**config.mk**
```make
export PLATFORM = sky130hd
export DESIGN_NAME = ha_array_accum
export DESIGN_NICKNAME = d
export VERILOG_FILES = /design/src/rtl/ha_array_pkg.sv /design/src/rtl/ha_row_weight.sv /design/src/rtl/ha_array_accum.sv
export SDC_FILE = /design/constraint.sdc
export NUM_CORES = 1
export LEC_CHECK = 0
export ABC_AREA = 1
export CORE_AREA = 2 2 108 110
export DETAILED_ROUTE_END_ITERATION = 10
export DIE_AREA = 0 0 110 112
export PLACE_DENSITY = 0.78
export REMOVE_ABC_BUFFERS = 1
export SLEW_MARGIN = 20
export SYNTH_ARGS = -nofsm -noshare
export SYNTH_HDL_FRONTEND = slang
export SYNTH_HIERARCHICAL = 1
export SYNTH_SLANG_ARGS = --single-unit
```
**constraint.sdc**
```tcl
create_clock -name clk -period 5.7 [get_ports clk]
set_input_delay 1.425 -clock clk [delete_from_list [all_inputs] [get_ports clk]]
set_output_delay 1.425 -clock clk [all_outputs]
set_load 0.005 [all_outputs]
```
**src/rtl/ha_array_pkg.sv**
```systemverilog
// Shared constants, types and the row-value helper for the half-adder
// partial-product accumulator of the 8x8 approximate multiplier.
package ha_array_pkg;

   localparam int NUM_ROWS = 4;
   localparam int B_W      = 7;
   localparam int T_W      = 9;
   localparam int PROD_W   = 16;
   localparam int ACC_W    = 17;
   localparam int CNT_W    = $clog2(NUM_ROWS);
   localparam int ROW_W    = T_W + 2;  // t + (b << 2) never exceeds 1019

   typedef enum logic [1:0] {
      IDLE,
      ACC,
      DONE
   } state_e;

   // One ha_array row pair: carry-type bits b and sum-type bits t.
   typedef struct packed {
      logic [B_W-1:0] b;
      logic [T_W-1:0] t;
   } row_t;

   // t bit j weighs 2^j, b bit j weighs 2^(j+2).
   function automatic logic [ROW_W-1:0] row_value(input row_t r);
      return ROW_W'(r.t) + (ROW_W'(r.b) << 2);
   endfunction

endpackage

```
**src/rtl/ha_row_weight.sv**
```systemverilog
// Combinational weighting of a single row: row_value(row) << 2k.
module ha_row_weight
   import ha_array_pkg::*;
(
   input  row_t             row,
   input  logic [CNT_W-1:0] k,
   output logic [ACC_W-1:0] weighted
);

   // Row k carries weight 4^k, i.e. a left shift by 2k.
   // NOTE: a continuous assign is pure combinational logic, so no latch can form here.
   assign weighted = ACC_W'(row_value(row)) << {k, 1'b0};

endmodule

```
**src/rtl/ha_array_accum.sv**
```systemverilog
// Iterative reduction of the four ha_array row pairs into a 16-bit product.
// Rows are captured on the input handshake, summed one per cycle, and the
// result is held until the consumer takes it.
module ha_array_accum
   import ha_array_pkg::*;
(
   input  logic              clk,
   input  logic              rst_n,
   input  logic              in_valid,
   output logic              in_ready,
   input  logic [B_W-1:0]    ha_array_0_b,
   input  logic [B_W-1:0]    ha_array_1_b,
   input  logic [B_W-1:0]    ha_array_2_b,
   input  logic [B_W-1:0]    ha_array_3_b,
   input  logic [T_W-1:0]    ha_array_0_t,
   input  logic [T_W-1:0]    ha_array_1_t,
   input  logic [T_W-1:0]    ha_array_2_t,
   input  logic [T_W-1:0]    ha_array_3_t,
   output logic              out_valid,
   input  logic              out_ready,
   output logic [PROD_W-1:0] product,
   output logic              overflow
);

   state_e             state;
   logic [CNT_W-1:0]   cnt;
   logic [ACC_W-1:0]   acc;
   logic [ACC_W-1:0]   weighted;
   logic [ACC_W-1:0]   acc_next;
   row_t               rows [NUM_ROWS];

   wire accept = (state == IDLE) && in_valid;

   // Capture all row pairs on the accept edge; later input changes are ignored.
   // NOTE: the row registers are pure datapath qualified by the FSM, so they carry no reset.
   always_ff @(posedge clk) begin
      if (accept) begin
         rows[0] <= {ha_array_0_b, ha_array_0_t};
         rows[1] <= {ha_array_1_b, ha_array_1_t};
         rows[2] <= {ha_array_2_b, ha_array_2_t};
         rows[3] <= {ha_array_3_b, ha_array_3_t};
      end
   end

   ha_row_weight u_row_weight (
      .row      (rows[cnt]),
      .k        (cnt),
      .weighted (weighted)
   );

   assign acc_next = acc + weighted;

   // Handshake FSM with counter, accumulator and registered outputs.
   // NOTE: every state element here uses non-blocking assignment so all updates see pre-edge values.
   always_ff @(posedge clk or negedge rst_n) begin
      if (!rst_n) begin
         state     <= IDLE;
         cnt       <= '0;
         acc       <= '0;
         in_ready  <= 1'b1;
         out_valid <= 1'b0;
         product   <= '0;
         overflow  <= 1'b0;
      end else begin
         case (state)
            IDLE: begin
               if (in_valid) begin
                  acc      <= '0;
                  cnt      <= '0;
                  in_ready <= 1'b0;
                  state    <= ACC;
               end
            end
            ACC: begin
               acc <= acc_next;
               cnt <= cnt + 1'b1;  // wraps to 0 after the last row
               if (cnt == CNT_W'(NUM_ROWS - 1)) begin
                  state     <= DONE;
                  out_valid <= 1'b1;
                  product   <= acc_next[PROD_W-1:0];
                  overflow  <= |acc_next[ACC_W-1:PROD_W];
               end
            end
            DONE: begin
               if (out_ready) begin
                  out_valid <= 1'b0;
                  in_ready  <= 1'b1;
                  state     <= IDLE;
               end
            end
            default: begin
               state <= IDLE;
            end
         endcase
      end
   end

endmodule

```
Word level (Yosys, flattened, before mapping). Memories as Yosys holds them, arrays and structs flattened. Cells that the tools add are included.

Word-level logic and storage cells: 44. Memories: 1. Bits of input ports: 68. Memory bits (writable): 64. Bits in registers: 40. Output and inout bits: 19.

Equality and inequality tests: 6. Shifts and indexed selects: 1. Add/sub/neg operators: 3. Reductions and logical operators: 10. Muxes and demuxes: 16.

Memory list: rows (depth 4, width 16, rd ports 1, clocked after memory_dff 0, wr ports 4, RTL line ha_array_accum.sv:30) `row_t rows [NUM_ROWS];`.

Operator list (count): 17-bit one-hot mux with 2 select lines (1); 17-bit adder (1); 17-bit 2-to-1 mux (1); 10-bit by 3-bit << shifter with 17-bit output (1); 9-bit by 9-bit adder with 10-bit output (1); 3-bit AND reduction (3); 2-bit 2-to-1 mux (4); 1-bit 2-to-1 mux (6); 2-bit inequality test (second input constant) (3); 2-bit one-hot mux with 3 select lines (1); 2-bit nonzero test (3); 2-bit == test (second input constant) (2); 1-bit one-hot mux with 2 select lines (2); 2-bit one-hot mux with 2 select lines (1); 2-bit AND reduction (2); 2-bit by 1-bit adder with 2-bit output (second input constant) (1); 2-bit by 1-bit == test with 1-bit output (second input constant) (1); 2-bit logical NOT (1); 1-bit logical AND (1).

Logic depth before layout (Yosys ltp). Gate-level depths: netlist of run 1. An unclocked memory read counts as a cell.

Word-level depth: 5. Depth in mapped cells: 25. Depth with buffers taken out: 23.

By module. Netlist of run 1, hierarchy kept.

By module, submodules not included: ha_array_accum (area an instance 4894.7 um^2, sequential area each 2924.1 um^2, times used 1, cells an instance 510); ha_row_weight (area an instance 606.8 um^2, sequential area each 0.0 um^2, times used 1, cells an instance 113).

Least setup slack after synthesis of run 1. Ideal clock, no wire load.

Kind: flip-flop to flip-flop. From: reg cnt[0]. To: reg acc[7]. Arrival time: 3.117 ns. Slack: 2.466 ns. Setup time: 0.117 ns. Buffers on the path: 2. Stages on the path, launching flop included: 22. Cell sequence: dfrtp_1 > buf_2 > inv_1 > clkbuf_1 > o21ai_0 > o22ai_1 > ha_1 > fa_1 > nand2_1 > nand2_2 > nand3b_1 > nand3_1 > nand3_1 > o21ai_0 > ha_1 > nand2_1 > inv_1 > a21oi_1 > nand2_1 > or2_1 > nand3_1 > nand2_1.

Longest elaborated chain between the ends: 5.

RTL lines: start: declaration (RTL line ha_array_accum.sv:26) `logic [CNT_W-1:0] cnt;`; start signal: assignment (RTL line ha_array_accum.sv:76) `cnt <= cnt + 1'b1;`; memory read 4 x 16 bit; 9-bit by 9-bit adder with 10-bit output (RTL line ha_array_pkg.sv:27) `return ROW_W'(r.t) + (ROW_W'(r.b) << 2);`; 10-bit by 3-bit << shifter with 17-bit output * (RTL line ha_row_weight.sv:12) `assign weighted = ACC_W'(row_value(row)) << {k, 1'b0};`; named net weighted[6] (RTL line ha_array_accum.sv:28) `logic [ACC_W-1:0] weighted;`; 17-bit adder * (RTL line ha_array_accum.sv:51) `assign acc_next = acc + weighted;`; 17-bit one-hot mux with 2 select lines * (RTL line ha_array_accum.sv:65) `case (state)`; end signal: assignment (RTL line ha_array_accum.sv:75) `acc <= acc_next;`; end: declaration (RTL line ha_array_accum.sv:27) `logic [ACC_W-1:0] acc;`.

The timed path passes the listed nets; every way through them passes the cells marked *. A chain may end at the register's enable or synchronous reset.

Worst setup path in the final report of run 1.
From: reg cnt[0]. To: reg product[11].

Longest elaborated chain between the ends: 4. Elaborated cells on any way between the ends: 6. Those cells by class: add/sub: 2; eq/ne: 1; shift: 1; reduce/logical: 1; memory: 1.

RTL lines: memory read 4 x 16 bit; 9-bit by 9-bit adder with 10-bit output (RTL line ha_array_pkg.sv:27); 10-bit by 3-bit << shifter with 17-bit output * (RTL line ha_row_weight.sv:12); named net weighted[6] (RTL line ha_array_accum.sv:28); 17-bit adder * (RTL line ha_array_accum.sv:51); end signal: assignment (RTL line ha_array_accum.sv:80) `product <= acc_next[PROD_W-1:0];`; end: declaration (RTL line ha_array_accum.sv:21) `output logic [PROD_W-1:0] product,`.

Marks and branches as above.

==> run metrics, run 1 <==
setup TNS 0 ps; antenna viol nets, final 0; CTS tree yes; post-synthesis sequential area ratio 53.1%; Worst-Skew Late Latency 360 ps; DP Wirelength 8.82 mm; Synth Register Bits 104; vias in the first global route 4326; post-synthesis cell area 5500 µm²; # H-tree levels 3; starting DRC count in detailed routing 196; Initial Util 49.2%; fill cell count 970; Resize count post-CTS 0; Hold-fix buffers, CTS 0; Port Buffers 86; # DRC 0; Worst Clk Skew 7.97 ps; commonest non-fill, non-tap cell in the layout nand2_1; most frequent cells in the layout nand2_1, clkdlybuf4s50_1, edfxtp_1; final setup vio count 0; nets 798; Synthesis Warnings 6; CTS Buf Count 9; Avg Inst Size Synth 8.83 µm²; placed cell areas 6450 µm²; setup bufs post-CTS 0; synthesized instance count 623; first-pass GRT wire length 20.0 mm; Slew @ Worst Pin 910 ps; Worst EP required 5940 ps; Worst EP arrival 4890 ps; final WL 11.9 mm; Sink Count 104; pin count of the biggest net entering global routing 46; Core Rows 39; EDFF count, synth 64; routability cong. 0.995; Area Growth Syn to Fin 22.6%; DR vias 4299; startpoint types flip-flop; ys async rst share 38.5%; CTS root buffer clkbuf_16; CP max FO 32; maximum clock frequency 215 MHz; critical path endpoint category flip-flop; final worst path period share 81.5%; Tightest Hold Check Type reg -> reg; core box area 11200 µm²; die area 12300 µm²; worst rel slew slack 39.3%; Total GRT Usage 20.9%; max_cap viols 0; post-layout minimum cycle time 4650 ps; RSZ-0062 raised after global routing false; clock slew at reported path FFs 70 ps; Ports 87; Overflow after GRT 0; initial antenna violation count 0; Setup CP Type reg -> reg; Die Height 112 µm; status finished clean; Slew Limit Fails 0; share of cells above drive strength 1 5.22%; ant diodes 0; CTS max path bufs 2; cell area after layout 6740 µm²; Final Hold Fails 0; most common flop cell mapped by yosys edfxtp_1; WL per Instance 14.0 µm; drt via density 5.05; Yosys cell types 36; Die X 110 µm; drt pass-1 iters 7
[registers in the layout, indices dropped and copies added, names as in the netlist]
name / count
product: 16
rows: 64
out_valid: 1
state: 2
acc: 17
overflow: 1
cnt: 2
in_ready: 1
[path summary, 6_finish.rpt]
kind                                       from                      end  slack, ps  cells after the start
max                          cnt[0]$_DFFE_PN0P_  product[11]$_DFFE_PN0P_       1050                     20
min                        in_ready$_DFFE_PN1P_     in_ready$_DFFE_PN1P_        470                      2
max reg2reg                  cnt[0]$_DFFE_PN0P_  product[11]$_DFFE_PN0P_       1050                     20
min reg2reg                in_ready$_DFFE_PN1P_     in_ready$_DFFE_PN1P_        470                      2
max in group asynchronous                 rst_n      acc[13]$_DFFE_PN0P_       3930                      1
min in group asynchronous                 rst_n       acc[1]$_DFFE_PN0P_       1200                      1
[area by class of cell]
type / count / area (µm²) / area share, %
clock inverter: 6 / 67.6 / 1.00
tap: 143 / 179 / 2.65
timing repair buffer: 89 / 878 / 13.0
multi-input combinational: 436 / 2220 / 33.0
inverter: 64 / 243 / 3.60
clock buffer: 10 / 229 / 3.40
sequential: 104 / 2920 / 43.4
[critical path, cell delays in order (launching register included)]
cell	delay [ps]
dfrtp_1	870
inv_1	630
o21ai_0	330
o22ai_1	100
ha_1	260
fa_1	470
nand2_1	90
nand2_2	70
nand3b_1	110
nand3_1	100
nand3_1	80
o21ai_0	140
ha_1	380
nand2_1	130
inv_1	80
a21oi_1	140
nand2_1	150
nand2_1	110
nand3_1	100
nand3_1	130
nand2_1	60
[layer usage]
metal  wire length, µm  up-vias  GRT usage [%]
li1                  -     2222              -
met1              5280     1944           26.8
met2              5810      119           34.1
met3               694       14           6.73
met4               146        0           5.32
met5                 0        -              0
[logic make-up after synthesis]
kind of cell,Yosys count,share of synthesized area [%]
and+or+nand+nor,323,25.2
DFF,104,53.1
buffers and inverters,83,6.44
AOI/OAI and AO/OA,80,8.01
adders and majority gates,26,6.19
xor gates and xnor gates,5,0.796
other,1,0.0682
muxes,1,0.182
[cell usage after synthesis (6+ instances only)]
cell type | number | share of area (%)
nand2_1 | 189 | 13
edfxtp_1 | 64 | 35
inv_1 | 61 | 4.2
nor2_1 | 54 | 3.7
nand3_1 | 53 | 4.8
o21ai_0 | 45 | 4.1
dfrtp_1 | 39 | 18
ha_1 | 24 | 5.5
o22ai_1 | 16 | 1.8
a21oi_1 | 10 | 0.91
buf_2 | 8 | 0.73
or2_1 | 6 | 0.68
[through the flow]
stage	setup slack (ps)	cells	hold slack (ps)	util (%)
after floorplan	1570	604	451	-
after global placement	1310	836	449	57.7
after detailed placement	1130	836	462	57.7
after CTS	1120	852	472	60.4
after global routing	516	852	491	60.4
final	1050	852	466	60.4
Power of run 1 is not shown: default switching activity piles up to over one toggle a cycle in this logic, so the estimate is an artifact.
==> run 2, diff against run 1 <==
==> constraint.sdc (replaced) <==
create_clock -name clk -period 4.4 [get_ports clk]
set_input_delay 1.1 -clock clk [delete_from_list [all_inputs] [get_ports clk]]
set_output_delay 1.1 -clock clk [all_outputs]
set_load 0.005 [all_outputs]
==> run 2 against run 1 <==
Compared with the run above:
- design area increased by 0.35%
- flip-flop and latch count unchanged
- critical endpoint is now product[14]$_DFFE_PN0P_
- count of clock-buffer cells in the layout down 1
==> run metrics, run 2 (synthesis gave the netlist of run 1 again) <==
status finished clean; Sink Count 104 (unchanged); pre-CTS WS 559 ps (-572 ps); CTS Buf Count 9 (unchanged); routability cong. 0.906 (-9.0%); largest registers rows: 64 flops, acc: 17 flops, product: 16 flops; max_cap viols 0 (unchanged); Core Rows 39 (unchanged); CTS root buffer clkbuf_16; Setup CP Type reg -> reg; Resize count post-CTS 0 (unchanged); RSZ-0062 raised after global routing false; CTS max path bufs 2 (unchanged); clock slew at reported path FFs 80 ps (about the same); CTS tree yes; Hold Path Depth 2 (unchanged); critical path endpoint category flip-flop; Hold-fix buffers, CTS 0 (unchanged); Final Hold Fails 0 (unchanged); Initial Util 49.2% (unchanged); core box area 11200 µm² (unchanged); WL per Instance 14.2 µm (+1.7%); crit-path cells inv_1 > o21ai_0 > o22ai_1 > ha_1 > fa_1 > nand2_1 > nand2_2 > nand3b_1 > nand3_1 > nand3_1 > o21ai_0 > ha_1 > nand2_1 > inv_1 > nand2_1 > nor3_1 > nand2_1 > nand2_1 > nand2_1 > nand3_1 > nand2_1; Worst Clk Skew 6.29 ps (-1.68 ps); share of cells above drive strength 1 5.90% (+0.68 points); commonest non-fill, non-tap cell in the layout nand2_1; worst rel slew slack 38.6% (-0.69 points); setup TNS 0 ps (unchanged); CP max stage delay 600 ps (-270 ps); nets 801 (+0.38%); maximum clock frequency 251 MHz (+17%); # DRC 0 (unchanged); Port Buffers 86 (unchanged); ant diodes 0 (unchanged); Worst-Skew Late Latency 350 ps (about the same); Worst EP required 4650 ps (-1290 ps); CP max FO 16 (-50%); setup bufs post-CTS 0 (unchanged); # H-tree levels 3 (unchanged); pin count of the biggest net entering global routing 47 (+2.2%); r2r setup slk 420 ps (-640 ps); slowest stage cell, crit path dfrtp_1; largest register by flop count rows; die area 12300 µm² (unchanged); Ports 87 (unchanged); Area Growth Syn to Fin 23.0%; first-pass GRT wire length 20.4 mm (+2.3%); drt via density 5.12 (+1.5%); Worst EP arrival 4230 ps (-660 ps); Crit path depth 21 (+5.0%); Total GRT Usage 21.3% (+0.41 points); DR vias 4379 (+1.9%); Tightest Hold Check Type reg -> reg; CP top delay family simple AND/OR/NAND/NOR gates; DP Wirelength 9.06 mm (+2.7%); Overflow after GRT 0 (unchanged); Crit path top cell by count nand2_1; Die Height 112 µm (unchanged); initial antenna violation count 0 (unchanged); fill cell count 972 (+0.21%); starting DRC count in detailed routing 181 (-7.7%); startpoint types flip-flop; crit path buf inv count 2 (unchanged); final worst setup slack 416 ps (-637 ps); Die X 110 µm (unchanged); final WL 12.2 mm (+2.0%); max reg flops 64 (unchanged); vias in the first global route 4327 (+0.023%); final setup vio count 0 (unchanged); most frequent cells in the layout nand2_1, clkdlybuf4s50_1, edfxtp_1; drt pass-1 iters 4 (-3); final worst path period share 90.5% (+9.0 points); FF-to-FF path depth 21 (+5.0%); Slew @ Worst Pin 921 ps (+10.3 ps); post-layout minimum cycle time 3980 ps (-663 ps); Slew Limit Fails 0 (unchanged); antenna viol nets, final 0 (unchanged)
## run 2: final timing paths
kind,to,startpoint
worst max-delay path,product[14]$_DFFE_PN0P_,cnt[1]$_DFFE_PN0P_
worst min-delay path,in_ready$_DFFE_PN1P_,in_ready$_DFFE_PN1P_
worst max register to register,product[14]$_DFFE_PN0P_,cnt[1]$_DFFE_PN0P_
worst min register to register,in_ready$_DFFE_PN1P_,in_ready$_DFFE_PN1P_
max in group asynchronous,acc[11]$_DFFE_PN0P_,rst_n
min in group asynchronous,out_valid$_DFFE_PN0P_,rst_n
## run 2: per-stage QoR
| step | utilization (%) | hold WS [ps] | area (µm²) | cells |
|---|---|---|---|---|
| floorplan | - | 451 | 5390 | 604 |
| global placement | 57.9 | 449 | 6470 | 839 |
| detailed placement | 57.9 | 460 | 6470 | 839 |
| CTS | 60.6 | 470 | 6770 | 855 |
| global route | 60.6 | 485 | 6770 | 855 |
| finish | 60.6 | 467 | 6770 | 855 |
## run 2: cell type report
| class | count | area (µm²) | share of cell area (%) |
|---|---|---|---|
| Clock buffer | 9 | 225 | 3.33 |
| Clock inverter | 7 | 72.6 | 1.07 |
| Inverter | 64 | 243 | 3.59 |
| Sequential cell | 104 | 2920 | 43.2 |
| Multi-Input combinational cell | 436 | 2220 | 32.9 |
| Timing Repair Buffer | 92 | 901 | 13.3 |
| Tap cell | 143 | 179 | 2.64 |
## run 2: metal layers
metal	vias to the layer above	wire [µm]	track usage, %
li1	2229	-	-
met1	2018	5350	28.0
met2	118	6080	35.4
met3	14	591	5.33
met4	0	149	4.64
met5	-	0	0
## run 2: worst reg2reg max path, stage by stage, from the launching register on
cell and delay [ps]:
dfrtp_1 600, inv_1 340, o21ai_0 170, o22ai_1 100, ha_1 260, fa_1 460
nand2_1 90, nand2_2 70, nand3b_1 110, nand3_1 110, nand3_1 100, o21ai_0 140
ha_1 390, nand2_1 100, inv_1 90, nand2_1 90, nor3_1 230, nand2_1 160
nand2_1 100, nand2_1 60, nand3_1 70, nand2_1 50
Power of run 2 is left out for the same reason.
